## src/rtl/divisor_queue.sv

```systemverilog
// divisor_queue: FWFT operand queue of {sign, magnitude} entries feeding the divider controller.
// Latency: a push into an empty queue is visible on the outputs right after that edge; a pop exposes the next entry right after its edge.
// Backpressure: in_ready drops at count == DEPTH; a push at full is accepted only when a pop happens on the same edge.
//
// Optional feature: define DIVISOR_ZERO_FLAG_EN to build the registered Divisor_zero flag.
//
// Ports:
//   clk           rising-edge clock
//   Reset         asynchronous active-low reset
//   W_ctrl        push strobe (accepted when in_ready, or at full together with a pop)
//   Signed_mode   sampled with each push; 1 = Divisor_in is two's complement
//   Divisor_in    operand to push
//   Clear         synchronous flush, wins over push and pop
//   Pop           consumer takes the head (ignored when empty)
//   in_ready      count < DEPTH
//   out_valid     count > 0
//   Divisor_out   head magnitude, 0 when empty
//   Divisor_sign  head sign, 0 when empty
//   Divisor_zero  head magnitude is zero (0 unless DIVISOR_ZERO_FLAG_EN)
//   count         occupancy 0..DEPTH
module divisor_queue #(
  parameter int WIDTH = 32,
  parameter int DEPTH = 4
) (
  input  logic                     clk,
  input  logic                     Reset,
  input  logic                     W_ctrl,
  input  logic                     Signed_mode,
  input  logic [WIDTH-1:0]         Divisor_in,
  input  logic                     Clear,
  input  logic                     Pop,
  output logic                     in_ready,
  output logic                     out_valid,
  output logic [WIDTH-1:0]         Divisor_out,
  output logic                     Divisor_sign,
  output logic                     Divisor_zero,
  output logic [$clog2(DEPTH):0]   count
);

  localparam int PW = $clog2(DEPTH);
  localparam int CW = PW + 1;
  localparam logic [CW-1:0] CNT_FULL = CW'(DEPTH);
  localparam logic [CW-1:0] CNT_ONE  = CW'(1);
  localparam logic [PW-1:0] PTR_ONE  = PW'(1);

  typedef struct packed {
    logic             sign;
    logic [WIDTH-1:0] mag;
  } entry_t;

  entry_t          mem [DEPTH];
  logic [PW-1:0]   wr_ptr;
  logic [PW-1:0]   rd_ptr;
  logic [CW-1:0]   count_q;
  entry_t          head_q;

  entry_t          push_entry;
  entry_t          head_next;
  logic            do_push;
  logic            do_pop;
  logic [CW-1:0]   count_next;
  logic [PW-1:0]   rd_next;

  // Status flags come straight off the count register, so they only move on edges or reset.
  assign in_ready     = (count_q != CNT_FULL);
  assign out_valid    = (count_q != '0);
  assign count        = count_q;
  assign Divisor_out  = head_q.mag;
  assign Divisor_sign = head_q.sign;

  // A pop at full frees a slot on the same edge, so the push may ride along.
  assign do_pop  = Pop & out_valid;
  assign do_push = W_ctrl & (in_ready | do_pop);

  // Two's-complement negation maps the most negative value onto itself, which read
  // as unsigned is exactly its magnitude.
  always_comb begin
    push_entry = '0;
    if (Signed_mode && Divisor_in[WIDTH-1]) begin
      push_entry.sign = 1'b1;
      push_entry.mag  = ~Divisor_in + WIDTH'(1);
    end else begin
      push_entry.sign = 1'b0;
      push_entry.mag  = Divisor_in;
    end
  end

  always_comb begin
    count_next = count_q;
    rd_next    = rd_ptr;
    head_next  = '0;
    if (do_pop) rd_next = rd_ptr + PTR_ONE;
    case ({do_push, do_pop})
      2'b10:   count_next = count_q + CNT_ONE;
      2'b01:   count_next = count_q - CNT_ONE;
      default: count_next = count_q;
    endcase
    // When nothing older survives this edge the new head is the word being pushed,
    // which is not in the array yet, so bypass it.
    if (count_next != '0) begin
      if ((count_q == '0) || (count_q == CNT_ONE && do_pop))
        head_next = push_entry;
      else
        head_next = mem[rd_next];
    end
  end

  always_ff @(posedge clk or negedge Reset) begin
    if (!Reset) begin
      wr_ptr  <= '0;
      rd_ptr  <= '0;
      count_q <= '0;
      head_q  <= '0;
    end else if (Clear) begin
      wr_ptr  <= '0;
      rd_ptr  <= '0;
      count_q <= '0;
      head_q  <= '0;
    end else begin
      if (do_push) wr_ptr <= wr_ptr + PTR_ONE;
      rd_ptr  <= rd_next;
      count_q <= count_next;
      head_q  <= head_next;
    end
  end

  // Array contents need no reset; only entries between the pointers are ever read.
  always_ff @(posedge clk) begin
    if (do_push && !Clear) mem[wr_ptr] <= push_entry;
  end

`ifdef DIVISOR_ZERO_FLAG_EN
  logic zero_q;

  always_ff @(posedge clk or negedge Reset) begin
    if (!Reset)
      zero_q <= 1'b0;
    else if (Clear)
      zero_q <= 1'b0;
    else
      zero_q <= (count_next != '0) && (head_next.mag == '0);
  end

  assign Divisor_zero = zero_q;
`else
  assign Divisor_zero = 1'b0;
`endif

endmodule
```

## config.mk

```make
export PLATFORM = sky130hd
export DESIGN_NAME = divisor_queue
export DESIGN_NICKNAME = d
export VERILOG_FILES = /design/src/rtl/divisor_queue.sv
export SDC_FILE = /design/constraint.sdc
export NUM_CORES = 1
export LEC_CHECK = 0
export ABC_AREA = 1
export CAP_MARGIN = 20
export CORE_UTILIZATION = 62
export CTS_CLUSTER_SIZE = 30
export DETAILED_ROUTE_END_ITERATION = 10
export GPL_TIMING_DRIVEN = 0
export PLACE_DENSITY = 0.87
export SYNTH_ARGS = -nofsm -noshare
export SYNTH_HDL_FRONTEND = slang
export SYNTH_SLANG_ARGS = --single-unit
```

## constraint.sdc

```tcl
create_clock -name clk -period 4.69 [get_ports clk]
set_input_delay 0.938 -clock clk [delete_from_list [all_inputs] [get_ports clk]]
set_output_delay 0.938 -clock clk [all_outputs]
set_load 0.05 [all_outputs]
```

==> Word-level counts from Yosys, hierarchy flattened <==
Memories as Yosys holds them, arrays and structs flattened.
Index checks and enable logic that the tools add are counted.
{ "totals": {"ram_bits": 132, "output_inout_bits": 39, "inputBits": 38, "n_memories": 1, "word_cells": 40, "reg_bits": 40} }
{ "classes": {"n_bitwise": 4, "addsub": 5, "mux": 12, "reduce_logical": 9, "eq_ne": 4} }
{ "mem_list": {"columns": ["name", "depth", "word_bits", "rd", "rd_ports_with_merged_regs", "wr", "line", "rtl"], "rows": [
  ["mem", 4, 33, 1, 0, 1, "51", "entry_t mem [DEPTH];"]
]} }
{ "op_table": {"columns": ["operator", "count"], "rows": [
  ["two-way mux 33 bit", 4],
  ["adder 32 x 1 -> 32 bit, second input constant", 1],
  ["NOT 32 bit", 1],
  ["two-way mux 2 bit", 4],
  ["case mux 3 bit (2 select lines)", 1],
  ["nonzero test 3 bit", 2],
  ["adder 2 x 1 -> 2 bit, second input constant", 2],
  ["adder 3 x 1 -> 3 bit, second input constant", 1],
  ["equality test 3 x 1 -> 1 bit, second input constant", 1],
  ["logical AND 1 bit", 3],
  ["logical NOT 3 bit", 1],
  ["two-way mux 3 bit", 1],
  ["inequality test 3 bit, second input constant", 1],
  ["subtractor 3 x 1 -> 3 bit, second input constant", 1],
  ["bitwise AND 1 bit", 2],
  ["equality test 2 x 1 -> 1 bit, second input constant", 1],
  ["equality test 2 bit, second input constant", 1],
  ["two-way mux 1 bit", 2],
  ["nonzero test 2 bit", 1],
  ["logical NOT 1 bit", 1],
  ["logical OR 1 bit", 1],
  ["bitwise OR 1 bit", 1]
]} }

==> Longest topological paths before layout <==
{ "logic_depth": {"ltp_word": 9, "ltp_mapped": 16, "mapped_depth_nobuf": 16} }

==> Worst setup path before layout <==
Ideal clock, no wire load.
{ "synth_timing": {"path_type": "reg2reg", "startpoint": "reg count_q[0], in the netlist count[0]", "endpoint": "mem mem[0][0] (netlist bit) (enable)", "n_path_buf": 0, "synth_period_minus_slack_ns": 3.792, "required_time_ns": 4.267, "path_stages_with_launch": 8, "path_slack_ns": 0.898, "arrival_ns": 3.369, "setup_ns": 0.423, "path_cell_list": "dfrtp_1 -> inv_1 -> ha_1 -> nand2_1 -> o21ai_0 -> nor2_1 -> inv_1 -> nor2_1"} }
{ "synth_via": {"elab_cells_between_ends": 8, "cone_classes": "eq/ne: 1; mux: 2; bitwise: 3; reduce/logical: 2"} }
{ "synth_lines": {"columns": ["element", "line", "rtl"], "rows": [
  ["from (decl)", "54", "logic [CW-1:0] count_q;"],
  ["from (signal assigned)", "122", "count_q <= count_next;"],
  ["inequality test 3 bit", "65", "assign in_ready = (count_q != CNT_FULL);"],
  ["named net in_ready", "32", "output logic in_ready,"],
  ["bitwise OR 1 bit", "73", "assign do_push = W_ctrl & (in_ready | do_pop);"],
  ["bitwise AND 1 bit", "73", null],
  ["logical AND 1 bit", "129", "if (do_push && !Clear) mem[wr_ptr] <= push_entry;"],
  ["two-way mux 1 bit", "129", null],
  ["two-way mux 1 bit (not written as such)", "129", null],
  ["to (decl)", "51", null]
]} }
The timed path passes the listed nets, and every way through them passes these cells.

==> Worst setup path after layout <==
{ "layout_timing": {"startpoint": "in Pop", "endpoint": "reg head_q (netlist bit Divisor_out[10])"} }
{ "layout_via": {"elab_chain_len": 8, "elab_cells_between_ends": 14, "cone_classes": "eq/ne: 2; mux: 5; bitwise: 3; reduce/logical: 3; memory: 1"} }
{ "layout_rtl": {"columns": ["element", "line", "rtl"], "rows": [
  ["from (decl)", "31", "input logic Pop,"],
  ["bitwise AND 1 bit (*)", "72", "assign do_pop = Pop & out_valid;"],
  ["bitwise OR 1 bit", "73", null],
  ["bitwise AND 1 bit", "73", null],
  ["equality test 2 x 1 -> 1 bit / equality test 2 bit (equally long branches)", "93", "case ({do_push, do_pop})"],
  ["case mux 3 bit (2 select lines)", "93", null],
  ["nonzero test 3 bit", "100", "if (count_next != '0) begin"],
  ["two-way mux 33 bit (*)", "100", null],
  ["two-way mux 33 bit (*)", "114", "end else if (Clear) begin"],
  ["to (signal assigned)", "123", "head_q <= head_next;"],
  ["to (decl)", "55", "entry_t head_q;"]
]} }
Every way passes the cells marked *; elsewhere a longest branch is shown, timed or not.
A chain may end at the register's enable or synchronous reset.

==> results by group <==
Route
  – Routed len/inst: 18.5 µm
  – DRT Pass-1 Iters: 5
  – Antenna viol nets, final: 0
  – Post-route DRC violation count: 0
  – 1st-iter DRT viols: 780
  – Vias per cell: 5.62
  – Vias after detailed routing: 6762
  – Post-Route WL: 22300 µm

Placement
  – DP Wirelength: 15600 µm
  – Port Buffers: 75
  – Post-place setup slack: 0.744 ns
  – RD Place Congestion: just under 1

Power
  – PD cells: 501 nW/µm²
  – Max rail drop VDD: about 0.35 mV
  – Leak pwr: 4.54 nW

Logic synthesis
  – Netlist cell types: 32
  – Synth async-reset ratio: roughly a quarter
  – Top-count cell post-synth: nand2_1
  – Synth Instances: 915
  – Syn_area_per_cell: 9.30 µm²
  – Area leader, netlist: edfxtp_1
  – Synth Warn #: 0
  – Ys flop type: edfxtp_1
  – Top post-synthesis cells by area: edfxtp_1, dfrtp_1, nand2_1
  – Flops & latches, synth: 172
  – Register area share after synthesis: 58.3%
  – Yosys top cell area share: 46.6%
  – Synth Cell Area: 8510 µm²
  – Syn_nets: a little under 1000
  – EDFF count, synth: around 130
  – Top cells by count, synth: nand2_1, inv_1, edfxtp_1

Layout
  – Area growth syn-to-layout: 19.5%
  – Core Util, Final: 76.5%
  – Nets: 1063
  – Number of diodes: 0
  – Fraction of layout cells with a size suffix above 1: a little over a tenth

STA
  – Max Fclk: 280 MHz
  – RSZ-0062 raised after global routing: no
  – Rel. slew slack: 49.8%
  – Worst slew pin tran: 0.753 ns
  – Final period util: 76.1%
  – Fin crit period: around 3.6 ns
  – Setup violations, final: 0
  – Final hold vios: 0
  – Setup ws final: 1.12 ns
  – Setup Skew: 0.00676 ns
  – Pins over their slew limit: 0

Die
  – Height of the die: about 120 µm
  – Die area: approximately 14000 µm²
  – Initial core utilization: 64.0%
  – Cell Rows: 42
  – Top-level I/O count: 77
  – Total core area: roughly 13000 µm²
  – Die Wd: roughly 120 µm

Worst setup path
  – Worst path max stage delay: between 0.5 and 0.6 ns
  – Crit path top cell by count: o21ai_0
  – Worst r2r dst: Divisor_out[10]$_DFF_PN0_
  – CP Capture Type: flop
  – Crit path max-delay family: buffers and inverters
  – Worst Path Required: 5.03 ns
  – Max stage delay cell, worst path: clkdlybuf4s50_1
  – FF-to-FF Start: count[1]$_DFF_PN0_
  – Critical path type: in -> reg
  – CP bufs+invs: 3
  – Flop2flop setup slack: 1.38 ns
  – Crit Path Max Fanout: 10
  – CP Launch Type: input port
  – Worst Path Arrival: 3.90 ns
  – CP cell instances: clkdlybuf4s50_1 -> o21ai_0 -> ha_1 -> inv_1 -> o211ai_1 -> o21ai_0 -> nand2_1 -> nand3_1 -> clkbuf_1 -> o21ai_0 -> a21oi_1
  – R2R depth: 13

Clock network
  – CTS Buf Count: 17
  – H-tree levels: 4
  – Resized Gates After CTS: 0
  – Clock Latency Late Sink: 0.43 ns
  – CTS clock-pin slew for the worst setup and hold paths: 0.06 ns
  – CTS Hold Bufs: 0
  – CTS root buffer: clkbuf_16
  – # Post-CTS Setup Buffers: 0
  – CTS tree: done
  – Clock Tree Buf Depth: 2
  – Sink Count: 172

Run status
  – Status: finished, final reports clean

Global route
  – Remaining Overflow, GRT: 0
  – Largest net degree at the start of global routing: 27
  – Initial antenna violation count: 0
  – Global-route wire length before repair: 34600 µm
  – Vias in the first global route: 6676
  – Total GRT Usage: 33.2%

Worst hold path
  – Worst hold-check path type: in -> async

Flow run
  – Max Cap Violations: 0
-- cells by family after synthesis --
kind of cell / count (synthesis) / share of synthesized area [%]
AOI/OAI and AO/OA: 65 / 5.53
buffers and inverters: 184 / 9.25
and+or+nand+nor: 474 / 24.4
other: 1 / 0.0441
DFF: 172 / 58.3
adders and majority gates: 11 / 1.62
xor gates and xnor gates: 8 / 0.823
-- cell type report --
type                    count  area (µm²)
inverters                 151         567
flip-flops and latches    172        4960
fillers                   905        3130
well taps                 176         220
clock buffers              21         450
repair buffers             80         861
plain buffers              33         220
clock inverters            11        96.3
multi-input cells         559        2790
-- layer usage --
layer,GRT usage (%),vias to the layer above,share of wire (%)
met2,55.1,401,50
met4,17.4,0,3.6
met5,0,-,0
met3,6.08,67,8.9
met1,41.7,3150,38
li1,-,3144,-
-- power breakdown --
group | total [W] | internal, W | switching (W)
clock network | 0.00132 | 0.000741 | 0.000575
logic | 0.00193 | 0.000593 | 0.00133
registers | 0.00185 | 0.00180 | 0.0000462
-- flip-flops by register name, summed over array words and instances (netlist names) --
signal,count
wr_ptr,2
mem,132
count,3
Divisor_sign,1
Divisor_out,32
rd_ptr,2
-- worst max-delay path by stage --
stage,start,end,slack [ns],cells past startpoint
finish,Pop,Divisor_out[10]$_DFF_PN0_,1.12,11
global route,Pop,Divisor_out[10]$_DFF_PN0_,0.89,11
CTS,Pop,Divisor_out[10]$_DFF_PN0_,1.16,11
detailed placement,Pop,Divisor_out[10]$_DFF_PN0_,0.74,11
global placement,Pop,mem[3][17]$_DFFE_PP_,-0.43,5
floorplan,count[0]$_DFF_PN0_,mem[0][0]$_DFFE_PP_,0.90,7
-- cells in the final DEF, fill, tap and decap left out, drive strengths merged --
master         synthesis  layout
nand2                236     236
inv                  151     152
edfxtp               132     132
nor2                 105     105
nand3                103     103
clkdlybuf4s50          0      74
dfrtp                 40      40
o21ai                 39      39
buf                   29      35
clkbuf                 4      25
o211ai                21      21
nand4                 11      11
ha                    11      11
or2                   11      11
nand3b                 8       8
xor2                   5       5
clkinv                 0       5
a21oi                  4       4
clkinvlp               0       4
xnor2                  3       3
o21bai                 1       1
conb                   1       1
bufinv                 0       1
-- metrics by stage --
step / TNS, ns / instances / power (W) / hold slack, ns / area, µm²
floorplan: 0 / 915 / 0.00314 / 0.571 / 8510
global placement: -51.64 / 1166 / 0.00371 / 0.604 / 9480
detailed placement: 0 / 1171 / 0.00377 / 0.626 / 9620
CTS: 0 / 1203 / 0.00508 / 0.498 / 10200
global route: 0 / 1203 / 0.00528 / 0.519 / 10200
finish: 0 / 1203 / 0.00510 / 0.487 / 10200
Power figures use the tool's default switching activity.
